`config.mk`:
```
export PLATFORM = sky130hd
export DESIGN_NAME = io_uart_periph
export DESIGN_NICKNAME = d
export VERILOG_FILES = /design/src/rtl/io_map_pkg.sv /design/src/rtl/io_sync_fifo.sv /design/src/rtl/io_uart_periph.sv
export SDC_FILE = /design/constraint.sdc
export NUM_CORES = 1
export LEC_CHECK = 0
export CAP_MARGIN = 15
export CORE_MARGIN = 5
export CORE_UTILIZATION = 50
export CTS_BUF_LIST = sky130_fd_sc_hd__clkbuf_4 sky130_fd_sc_hd__clkbuf_8 sky130_fd_sc_hd__clkbuf_16
export CTS_CLUSTER_SIZE = 12
export DETAILED_ROUTE_END_ITERATION = 12
export PLACE_DENSITY = 0.73
export SYNTH_ARGS = -nofsm -noshare
export SYNTH_HDL_FRONTEND = slang
export SYNTH_HIERARCHICAL = 1
export SYNTH_SLANG_ARGS = --single-unit
```
`constraint.sdc`:
```
create_clock -name clk -period 3.8 [get_ports clk]
set_clock_uncertainty 0.2 [all_clocks]
set_input_delay 0.76 -clock clk [delete_from_list [all_inputs] [get_ports clk]]
set_output_delay 0.76 -clock clk [all_outputs]
set_load 0.05 [all_outputs]
```
`src/rtl/io_map_pkg.sv`:
```
// Shared definitions for the IO page: register offsets, STATUS bit positions,
// UART state encodings and the baud divisor helper.
package io_map_pkg;

    localparam logic [2:0] IO_LEDS     = 3'd0;
    localparam logic [2:0] IO_UART_DAT = 3'd1;
    localparam logic [2:0] IO_STATUS   = 3'd2;
    localparam logic [2:0] IO_RX_DATA  = 3'd3;

    localparam int ST_BUSY      = 0;
    localparam int ST_FULL      = 1;
    localparam int ST_OVF       = 2;
    localparam int ST_RX_OVR    = 3;
    localparam int ST_COUNT_LSB = 4;
    localparam int ST_COUNT_MSB = 8;

    typedef enum logic [1:0] {
        TX_IDLE  = 2'd0,
        TX_START = 2'd1,
        TX_DATA  = 2'd2,
        TX_STOP  = 2'd3
    } tx_state_t;

    typedef enum logic [1:0] {
        RX_IDLE  = 2'd0,
        RX_START = 2'd1,
        RX_DATA  = 2'd2,
        RX_STOP  = 2'd3
    } rx_state_t;

    // Clock cycles per UART bit, rounded to nearest.
    function automatic int calc_div(input int clk_hz, input int baud);
        return (clk_hz + baud / 2) / baud;
    endfunction

endpackage

```
`src/rtl/io_sync_fifo.sv`:
```
// Synchronous FIFO with occupancy count; rd_data is the entry at the read pointer.
// Handshake: push is honoured only while !full, pop only while !empty; rd_data is the head whenever !empty.
module io_sync_fifo #(
    parameter int WIDTH = 8,
    parameter int DEPTH = 16
) (
    input  logic                   clk,
    input  logic                   resetn,
    input  logic                   push,
    input  logic [WIDTH-1:0]       wr_data,
    input  logic                   pop,
    output logic [WIDTH-1:0]       rd_data,
    output logic                   full,
    output logic                   empty,
    output logic [$clog2(DEPTH):0] count
);
    localparam int AW = $clog2(DEPTH);

    if (DEPTH < 2 || (1 << AW) != DEPTH) begin : g_bad_depth
        $error("io_sync_fifo: DEPTH must be a power of two >= 2");
    end

    logic [WIDTH-1:0] mem [DEPTH];
    logic [AW-1:0]    wr_ptr;
    logic [AW-1:0]    rd_ptr;
    logic             do_push;
    logic             do_pop;

    assign full    = (count == (AW+1)'(DEPTH));
    assign empty   = (count == '0);
    assign do_push = push && !full;
    assign do_pop  = pop && !empty;
    assign rd_data = mem[rd_ptr];

    always_ff @(posedge clk) begin
        if (do_push) begin
            mem[wr_ptr] <= wr_data;
        end
    end

    // Pointers wrap naturally because DEPTH is a power of two.
    always_ff @(posedge clk) begin
        if (!resetn) begin
            wr_ptr <= '0;
            rd_ptr <= '0;
            count  <= '0;
        end else begin
            if (do_push) wr_ptr <= wr_ptr + 1'b1;
            if (do_pop)  rd_ptr <= rd_ptr + 1'b1;
            case ({do_push, do_pop})
                2'b10:   count <= count + 1'b1;
                2'b01:   count <= count - 1'b1;
                default: count <= count;
            endcase
        end
    end

endmodule

```
`src/rtl/io_uart_periph.sv`:
```
// IO page: LED register, FIFO-buffered UART transmitter and a pollable status word.
// Define IO_UART_RX_EN to add the RXD receiver and the RX_DATA register.
module io_uart_periph
    import io_map_pkg::*;
#(
    parameter int CLK_FREQ_HZ = 50000000,
    parameter int BAUD        = 115200,
    parameter int FIFO_DEPTH  = 16
) (
    input  logic        clk,
    input  logic        resetn,
    input  logic [31:0] IO_mem_addr,
    input  logic [31:0] IO_mem_wdata,
    input  logic        IO_mem_wr,
    output logic [31:0] IO_mem_rdata,
    output logic [4:0]  LEDS,
    output logic        TXD
`ifdef IO_UART_RX_EN
    ,
    input  logic        RXD
`endif
);
    localparam int DIV = calc_div(CLK_FREQ_HZ, BAUD);
    localparam int BW  = $clog2(DIV + 1);
    localparam int CW  = $clog2(FIFO_DEPTH) + 1;
    localparam logic [BW-1:0] DIV_M1 = BW'(DIV - 1);

    if (DIV < 2) begin : g_bad_div
        $error("io_uart_periph: baud divisor must be at least 2");
    end

    logic [2:0]  reg_sel;
    logic        wr_leds, wr_dat, wr_status;
    logic        fifo_push, fifo_pop, fifo_full, fifo_empty;
    logic [7:0]  fifo_rdata;
    logic [CW-1:0] fifo_count;
    logic        ovf;
    logic        rx_valid, rx_ovr;
    logic [7:0]  rx_byte;
    logic [31:0] status;
    logic        unused_bits;

    assign reg_sel     = IO_mem_addr[4:2];
    assign wr_leds     = IO_mem_wr && (reg_sel == IO_LEDS);
    assign wr_dat      = IO_mem_wr && (reg_sel == IO_UART_DAT);
    assign wr_status   = IO_mem_wr && (reg_sel == IO_STATUS);
    assign fifo_push   = wr_dat && !fifo_full;
    assign unused_bits = ^{IO_mem_addr[31:5], IO_mem_addr[1:0], IO_mem_wdata[31:8], IO_mem_wdata[3]};

    io_sync_fifo #(.WIDTH(8), .DEPTH(FIFO_DEPTH)) u_tx_fifo (
        .clk     (clk),
        .resetn  (resetn),
        .push    (fifo_push),
        .wr_data (IO_mem_wdata[7:0]),
        .pop     (fifo_pop),
        .rd_data (fifo_rdata),
        .full    (fifo_full),
        .empty   (fifo_empty),
        .count   (fifo_count)
    );

    // A write to a full FIFO is dropped and flagged, regardless of a same-edge pop.
    always_ff @(posedge clk) begin
        if (!resetn) begin
            LEDS <= '0;
            ovf  <= 1'b0;
        end else begin
            if (wr_leds) LEDS <= IO_mem_wdata[4:0];
            if (wr_dat && fifo_full) ovf <= 1'b1;
            else if (wr_status && IO_mem_wdata[2]) ovf <= 1'b0;
        end
    end

    tx_state_t     tx_state, tx_state_nx;
    logic [BW-1:0] tx_cnt, tx_cnt_nx;
    logic [2:0]    tx_bit, tx_bit_nx;
    logic [7:0]    tx_sh, tx_sh_nx;
    logic          txd_nx;

    always_comb begin
        tx_state_nx = tx_state;
        tx_cnt_nx   = tx_cnt;
        tx_bit_nx   = tx_bit;
        tx_sh_nx    = tx_sh;
        txd_nx      = TXD;
        fifo_pop    = 1'b0;
        if (tx_state != TX_IDLE && tx_cnt != '0) tx_cnt_nx = tx_cnt - 1'b1;
        case (tx_state)
            TX_IDLE: if (!fifo_empty) begin
                fifo_pop    = 1'b1;
                tx_state_nx = TX_START;
                tx_cnt_nx   = DIV_M1;
                tx_sh_nx    = fifo_rdata;
                txd_nx      = 1'b0;
            end
            TX_START: if (tx_cnt == '0) begin
                tx_state_nx = TX_DATA;
                tx_cnt_nx   = DIV_M1;
                tx_bit_nx   = 3'd0;
                txd_nx      = tx_sh[0];
            end
            TX_DATA: if (tx_cnt == '0) begin
                tx_cnt_nx = DIV_M1;
                if (tx_bit == 3'd7) begin
                    tx_state_nx = TX_STOP;
                    txd_nx      = 1'b1;
                end else begin
                    tx_bit_nx = tx_bit + 1'b1;
                    tx_sh_nx  = {1'b0, tx_sh[7:1]};
                    txd_nx    = tx_sh[1];
                end
            end
            TX_STOP: if (tx_cnt == '0) begin
                // Chain straight into the next frame when a byte is waiting.
                if (!fifo_empty) begin
                    fifo_pop    = 1'b1;
                    tx_state_nx = TX_START;
                    tx_cnt_nx   = DIV_M1;
                    tx_sh_nx    = fifo_rdata;
                    txd_nx      = 1'b0;
                end else begin
                    tx_state_nx = TX_IDLE;
                    txd_nx      = 1'b1;
                end
            end
            default: tx_state_nx = TX_IDLE;
        endcase
    end

    always_ff @(posedge clk) begin
        if (!resetn) begin
            tx_state <= TX_IDLE;
            tx_cnt   <= '0;
            tx_bit   <= 3'd0;
            tx_sh    <= 8'd0;
            TXD      <= 1'b1;
        end else begin
            tx_state <= tx_state_nx;
            tx_cnt   <= tx_cnt_nx;
            tx_bit   <= tx_bit_nx;
            tx_sh    <= tx_sh_nx;
            TXD      <= txd_nx;
        end
    end

`ifdef IO_UART_RX_EN
    localparam logic [BW-1:0] HALF_M1 = BW'(DIV / 2 - 1);

    logic          wr_rx, rxd_s1, rxd_s2, rxd_prev, rx_done;
    rx_state_t     rx_state, rx_state_nx;
    logic [BW-1:0] rx_cnt, rx_cnt_nx;
    logic [2:0]    rx_bit, rx_bit_nx;
    logic [7:0]    rx_sh, rx_sh_nx;

    assign wr_rx = IO_mem_wr && (reg_sel == IO_RX_DATA);

    always_comb begin
        rx_state_nx = rx_state;
        rx_cnt_nx   = rx_cnt;
        rx_bit_nx   = rx_bit;
        rx_sh_nx    = rx_sh;
        rx_done     = 1'b0;
        if (rx_state != RX_IDLE && rx_cnt != '0) rx_cnt_nx = rx_cnt - 1'b1;
        case (rx_state)
            RX_IDLE: if (rxd_prev && !rxd_s2) begin
                rx_state_nx = RX_START;
                rx_cnt_nx   = HALF_M1;
            end
            RX_START: if (rx_cnt == '0) begin
                rx_state_nx = rxd_s2 ? RX_IDLE : RX_DATA;
                rx_cnt_nx   = DIV_M1;
                rx_bit_nx   = 3'd0;
            end
            RX_DATA: if (rx_cnt == '0) begin
                rx_sh_nx  = {rxd_s2, rx_sh[7:1]};
                rx_cnt_nx = DIV_M1;
                rx_bit_nx = rx_bit + 1'b1;
                if (rx_bit == 3'd7) rx_state_nx = RX_STOP;
            end
            RX_STOP: if (rx_cnt == '0) begin
                rx_done     = rxd_s2;
                rx_state_nx = RX_IDLE;
            end
            default: rx_state_nx = RX_IDLE;
        endcase
    end

    always_ff @(posedge clk) begin
        if (!resetn) begin
            rxd_s1   <= 1'b1;
            rxd_s2   <= 1'b1;
            rxd_prev <= 1'b1;
            rx_state <= RX_IDLE;
            rx_cnt   <= '0;
            rx_bit   <= 3'd0;
            rx_sh    <= 8'd0;
            rx_byte  <= 8'd0;
            rx_valid <= 1'b0;
            rx_ovr   <= 1'b0;
        end else begin
            rxd_s1   <= RXD;
            rxd_s2   <= rxd_s1;
            rxd_prev <= rxd_s2;
            rx_state <= rx_state_nx;
            rx_cnt   <= rx_cnt_nx;
            rx_bit   <= rx_bit_nx;
            rx_sh    <= rx_sh_nx;
            if (wr_status && IO_mem_wdata[3]) rx_ovr <= 1'b0;
            // A completed frame takes priority over a same-edge clear.
            if (rx_done) begin
                rx_byte  <= rx_sh;
                rx_valid <= 1'b1;
                if (rx_valid) rx_ovr <= 1'b1;
            end else if (wr_rx) begin
                rx_valid <= 1'b0;
            end
        end
    end
`else
    assign rx_valid = 1'b0;
    assign rx_ovr   = 1'b0;
    assign rx_byte  = 8'd0;
`endif

    always_comb begin
        status                            = '0;
        status[ST_BUSY]                   = (tx_state != TX_IDLE) || !fifo_empty;
        status[ST_FULL]                   = fifo_full;
        status[ST_OVF]                    = ovf;
        status[ST_RX_OVR]                 = rx_ovr;
        status[ST_COUNT_MSB:ST_COUNT_LSB] = 5'(fifo_count);
    end

    always_comb begin
        IO_mem_rdata = '0;
        case (reg_sel)
            IO_LEDS:    IO_mem_rdata = {27'd0, LEDS};
            IO_STATUS:  IO_mem_rdata = status;
            IO_RX_DATA: IO_mem_rdata = {23'd0, rx_valid, rx_byte};
            default:    IO_mem_rdata = '0;
        endcase
    end

endmodule

```
==> impl_metrics.py <==
metrics = {
    "synth": {
        "synth-edff-count": 128,
        "ys_warn_count": 6,
        "synth_seq_cells": 174,
        "synth_common_cells": "128 x edfxtp_1, 46 x dfxtp_1, 40 x nor2_1",
        "synth.distinct_cells": 69,
        "ys_seq_area_share_pct": 59.8,
        "synthCells": 533,
        "synth.avg_cell_area_um2": 14.9,
        "yosys-top-cells-area": "edfxtp_1 48%, dfxtp_1 12%, mux4_1 9.2%",
        "syn_area_mm2": 0.00796,
        "ys.flop_type": "edfxtp_1",
        "yosysTopAreaCellShare_pct": 48.3,
        "synthArstFlopShare_pct": 0,
        "synth_area_leader_cell": "edfxtp_1",
        "yosys.cell_count.top_type": "edfxtp_1",
    },
    "worst_setup_path": {
        "r2r_setup_slack_ps": 300,
        "start_kind": "flop",
        "r2r_start": "tx_cnt[0]$_SDFF_PN0_",
        "cp-end-kind": "primary output",
        "cp_max_fo": 7,
        "worstPathCellList": "or4_1, nor2_1, buf_4, and2_0, a211oi_1, buf_12",
        "worst-setup-path-type": "reg -> out",
        "required_ps": 2840,
        "ff2ff_path_depth": 14,
        "r2r_end": "u_tx_fifo/count[4]$_SDFFE_PN0P_",
        "max_stage_delay_ps": 700,
        "cp_slowest_cell": "or4_1",
        "cp.arrival_ps": 2700,
    },
    "route": {
        "drt-total-wl_mm": 14.6,
        "drc_errors": 0,
        "wl_per_cell_um": 18.2,
        "viasPerCell": 5.56,
        "firstDrtPassIters": 4,
        "ant_nets": 0,
        "drtIter0Drc": 259,
        "vias": 4473,
    },
    "sta": {
        "tightest_slew_ps": 679,
        "fin_setup_tns_ps": 0,
        "fin_crit_sh_pct": 96.2,
        "clock.fmax_ghz": 0.273,
        "slew_headroom_pct": 54.6,
        "drv_slew": 0,
        "min_period_ps": 3660,
        "hold_violations": 0,
        "setup_viol": 0,
        "worst_slack_ps": 144,
        "rsz0062_at_grt": "false",
    },
    "final_layout": {
        "drive_gt1_share_pct": 17.7,
        "stdcell_count": 804,
        "seqCellArea_mm2": 0.00477,
        "multi_input_area_mm2": 0.00291,
        "utilization_pct": 57.3,
        "area_growth_pct": 13.4,
        "n_antenna_cell": 0,
        "fillers": 1227,
        "final_nets": 658,
    },
    "power_and_ir_drop": {
        "ir_worst_vdd_mv": 0.314,
        "switching_share_pct": 32.3,
        "internal-power_w": 0.00357,
        "combPwrFrac_pct": 25.7,
        "power.density_mw_per_mm2": 583,
        "p_seq_share_pct": 42.7,
        "p_total_w": 0.00527,
        "p_leak_nw": 3.12,
        "switchingPower_w": 0.00170,
        "pwr-share-clk_pct": 31.6,
    },
    "clocking": {
        "cts_sinks": 174,
        "cts_tree": "done",
        "worstSkewPairLatency_ps": 430,
        "path_clk_slew_ps": 70,
        "htree_levels": 4,
        "cts_buffer_depth": 2,
        "ctsHoldBuffers": 0,
        "cts_buffers": 17,
        "cts_root_buf": "clkbuf_16",
    },
    "grt": {
        "grt_pass1_vias": 4545,
        "grt_usage_pct": 17.0,
        "antenna_found_initial": 0,
        "grt_pass1_wl_mm": 23.9,
        "grt_max_degree": 40,
        "overflow": 0,
    },
    "run_status": {
        "status": "completed",
    },
    "floorplanning": {
        "die_h_um": 136,
        "fp.dieArea_mm2": 0.0186,
        "initial_utilization_pct": 50.5,
        "dieWidth_um": 136,
        "io_pins": 105,
        "rows": 46,
        "core_area_mm2": 0.0158,
    },
    "worst_hold_path": {
        "hold_path.class": "reg -> reg",
        "hold_end": "tx_sh[5]$_SDFFE_PN0P_",
        "min_from": "tx_sh[5]$_SDFFE_PN0P_",
        "whs_path_depth": 2,
    },
    "placed_design": {
        "place.gp.congestion": 0.817,
        "place_ws_ps": 113,
        "portBuffers": 28,
        "dp_hpwl_mm": 10.1,
        "place_inst": 772,
    },
    "run": {
        "drv_cap": 0,
    },
}
-- registers in the layout (all words and copies together), names as in the netlist, named ones only --
name and cells:
u_tx_fifo/mem 128, LEDS 5, tx_state 2, tx_cnt 9, tx_sh 8, TXD 1
u_tx_fifo/rd_ptr 4, ovf 1, u_tx_fifo/wr_ptr 4, tx_bit 3, u_tx_fifo/count 5
-- critical path: cells and delay by family, from the launching register on --
family          cells  cell delay, ps
compound gates      1             220
simple gates        3            1280
buf+inv             2             390
flops               1             370
-- how the worst max path moves through the flow --
stage,start,to,slack [ps],depth (start not counted)
6_report,u_tx_fifo/count[0]$_SDFFE_PN0P_,IO_mem_rdata[0],140,6
5_1_grt,u_tx_fifo/count[0]$_SDFFE_PN0P_,IO_mem_rdata[0],20,6
4_1_cts,u_tx_fifo/count[0]$_SDFFE_PN0P_,IO_mem_rdata[0],140,6
3_5_place_dp,IO_mem_addr[4],u_tx_fifo/count[2]$_SDFFE_PN0P_,110,11
3_3_place_gp,IO_mem_wr,u_tx_fifo/count[4]$_SDFFE_PN0P_,200,11
2_1_floorplan,tx_cnt[0]$_SDFF_PN0_,u_tx_fifo/count[2]$_SDFFE_PN0P_,150,15
-- layout make-up --
type / count / area share, %
Sequential cell: 174 / 52.8
Timing Repair Buffer: 52 / 4.99
Multi-Input combinational cell: 314 / 32.2
Inverter: 16 / 0.721
Clock buffer: 17 / 4.71
Tap cell: 216 / 2.99
Clock inverter: 15 / 1.64
-- per-layer routing --
metal  track usage (%)  part of all wire, %
met3              3.96                  4.1
met2              29.8                   52
met5                 0                    0
met4              5.26                  1.2
met1              21.1                   42
-- per-stage QoR --
step	hold slack, ps	cell area, um^2
2_1_floorplan	235	8050
3_3_place_gp	241	8450
3_5_place_dp	253	8450
4_1_cts	262	9030
5_1_grt	279	9030
6_report	264	9030
-- repair_timing --
action,in CTS,in global routing
setup buffers,0,0
hold endpoints to repair,0,0
gates resized for setup,0,1
setup endpoints to repair,0,1
-- logic make-up (layout without fill, tap and decap cells) --
family	Yosys count	in the layout	synth area share (%)
AO/OA/AOI/OAI	69	69	6.71
XOR/XNOR	8	8	0.880
adder cells (fa/ha/maj)	16	16	2.51
buffers and inverters	67	100	4.76
flip-flops	174	174	59.8
multiplexers	65	65	15.9
other	1	23	0.0471
AND/OR/NAND/NOR	133	133	9.38
-- power groups by stage --
| stage | Clock (W) | Combinational [W] | Sequential (W) |
|---|---|---|---|
| global placement | 0 | 0.00128 | 0.00228 |
| global route | 0.00179 | 0.00148 | 0.00227 |
| finish | 0.00166 | 0.00135 | 0.00225 |
| detailed placement | 0 | 0.00133 | 0.00229 |
| floorplan | 0 | 0.00107 | 0.00227 |
| CTS | 0.00170 | 0.00135 | 0.00225 |
-- cells in the final DEF (no fill, tap or decap), types with 13 or more instances in the layout --
cell,n
dfxtp_1,45
mux4_1,28
inv_1,15
ha_1,15
buf_4,32
conb_1,23
nor2_1,40
nand2_1,27
mux2i_1,18
edfxtp_1,128
clkdlybuf4s50_1,19
clkbuf_16,17
a21oi_1,13
Power figures use the tool's default switching activity.
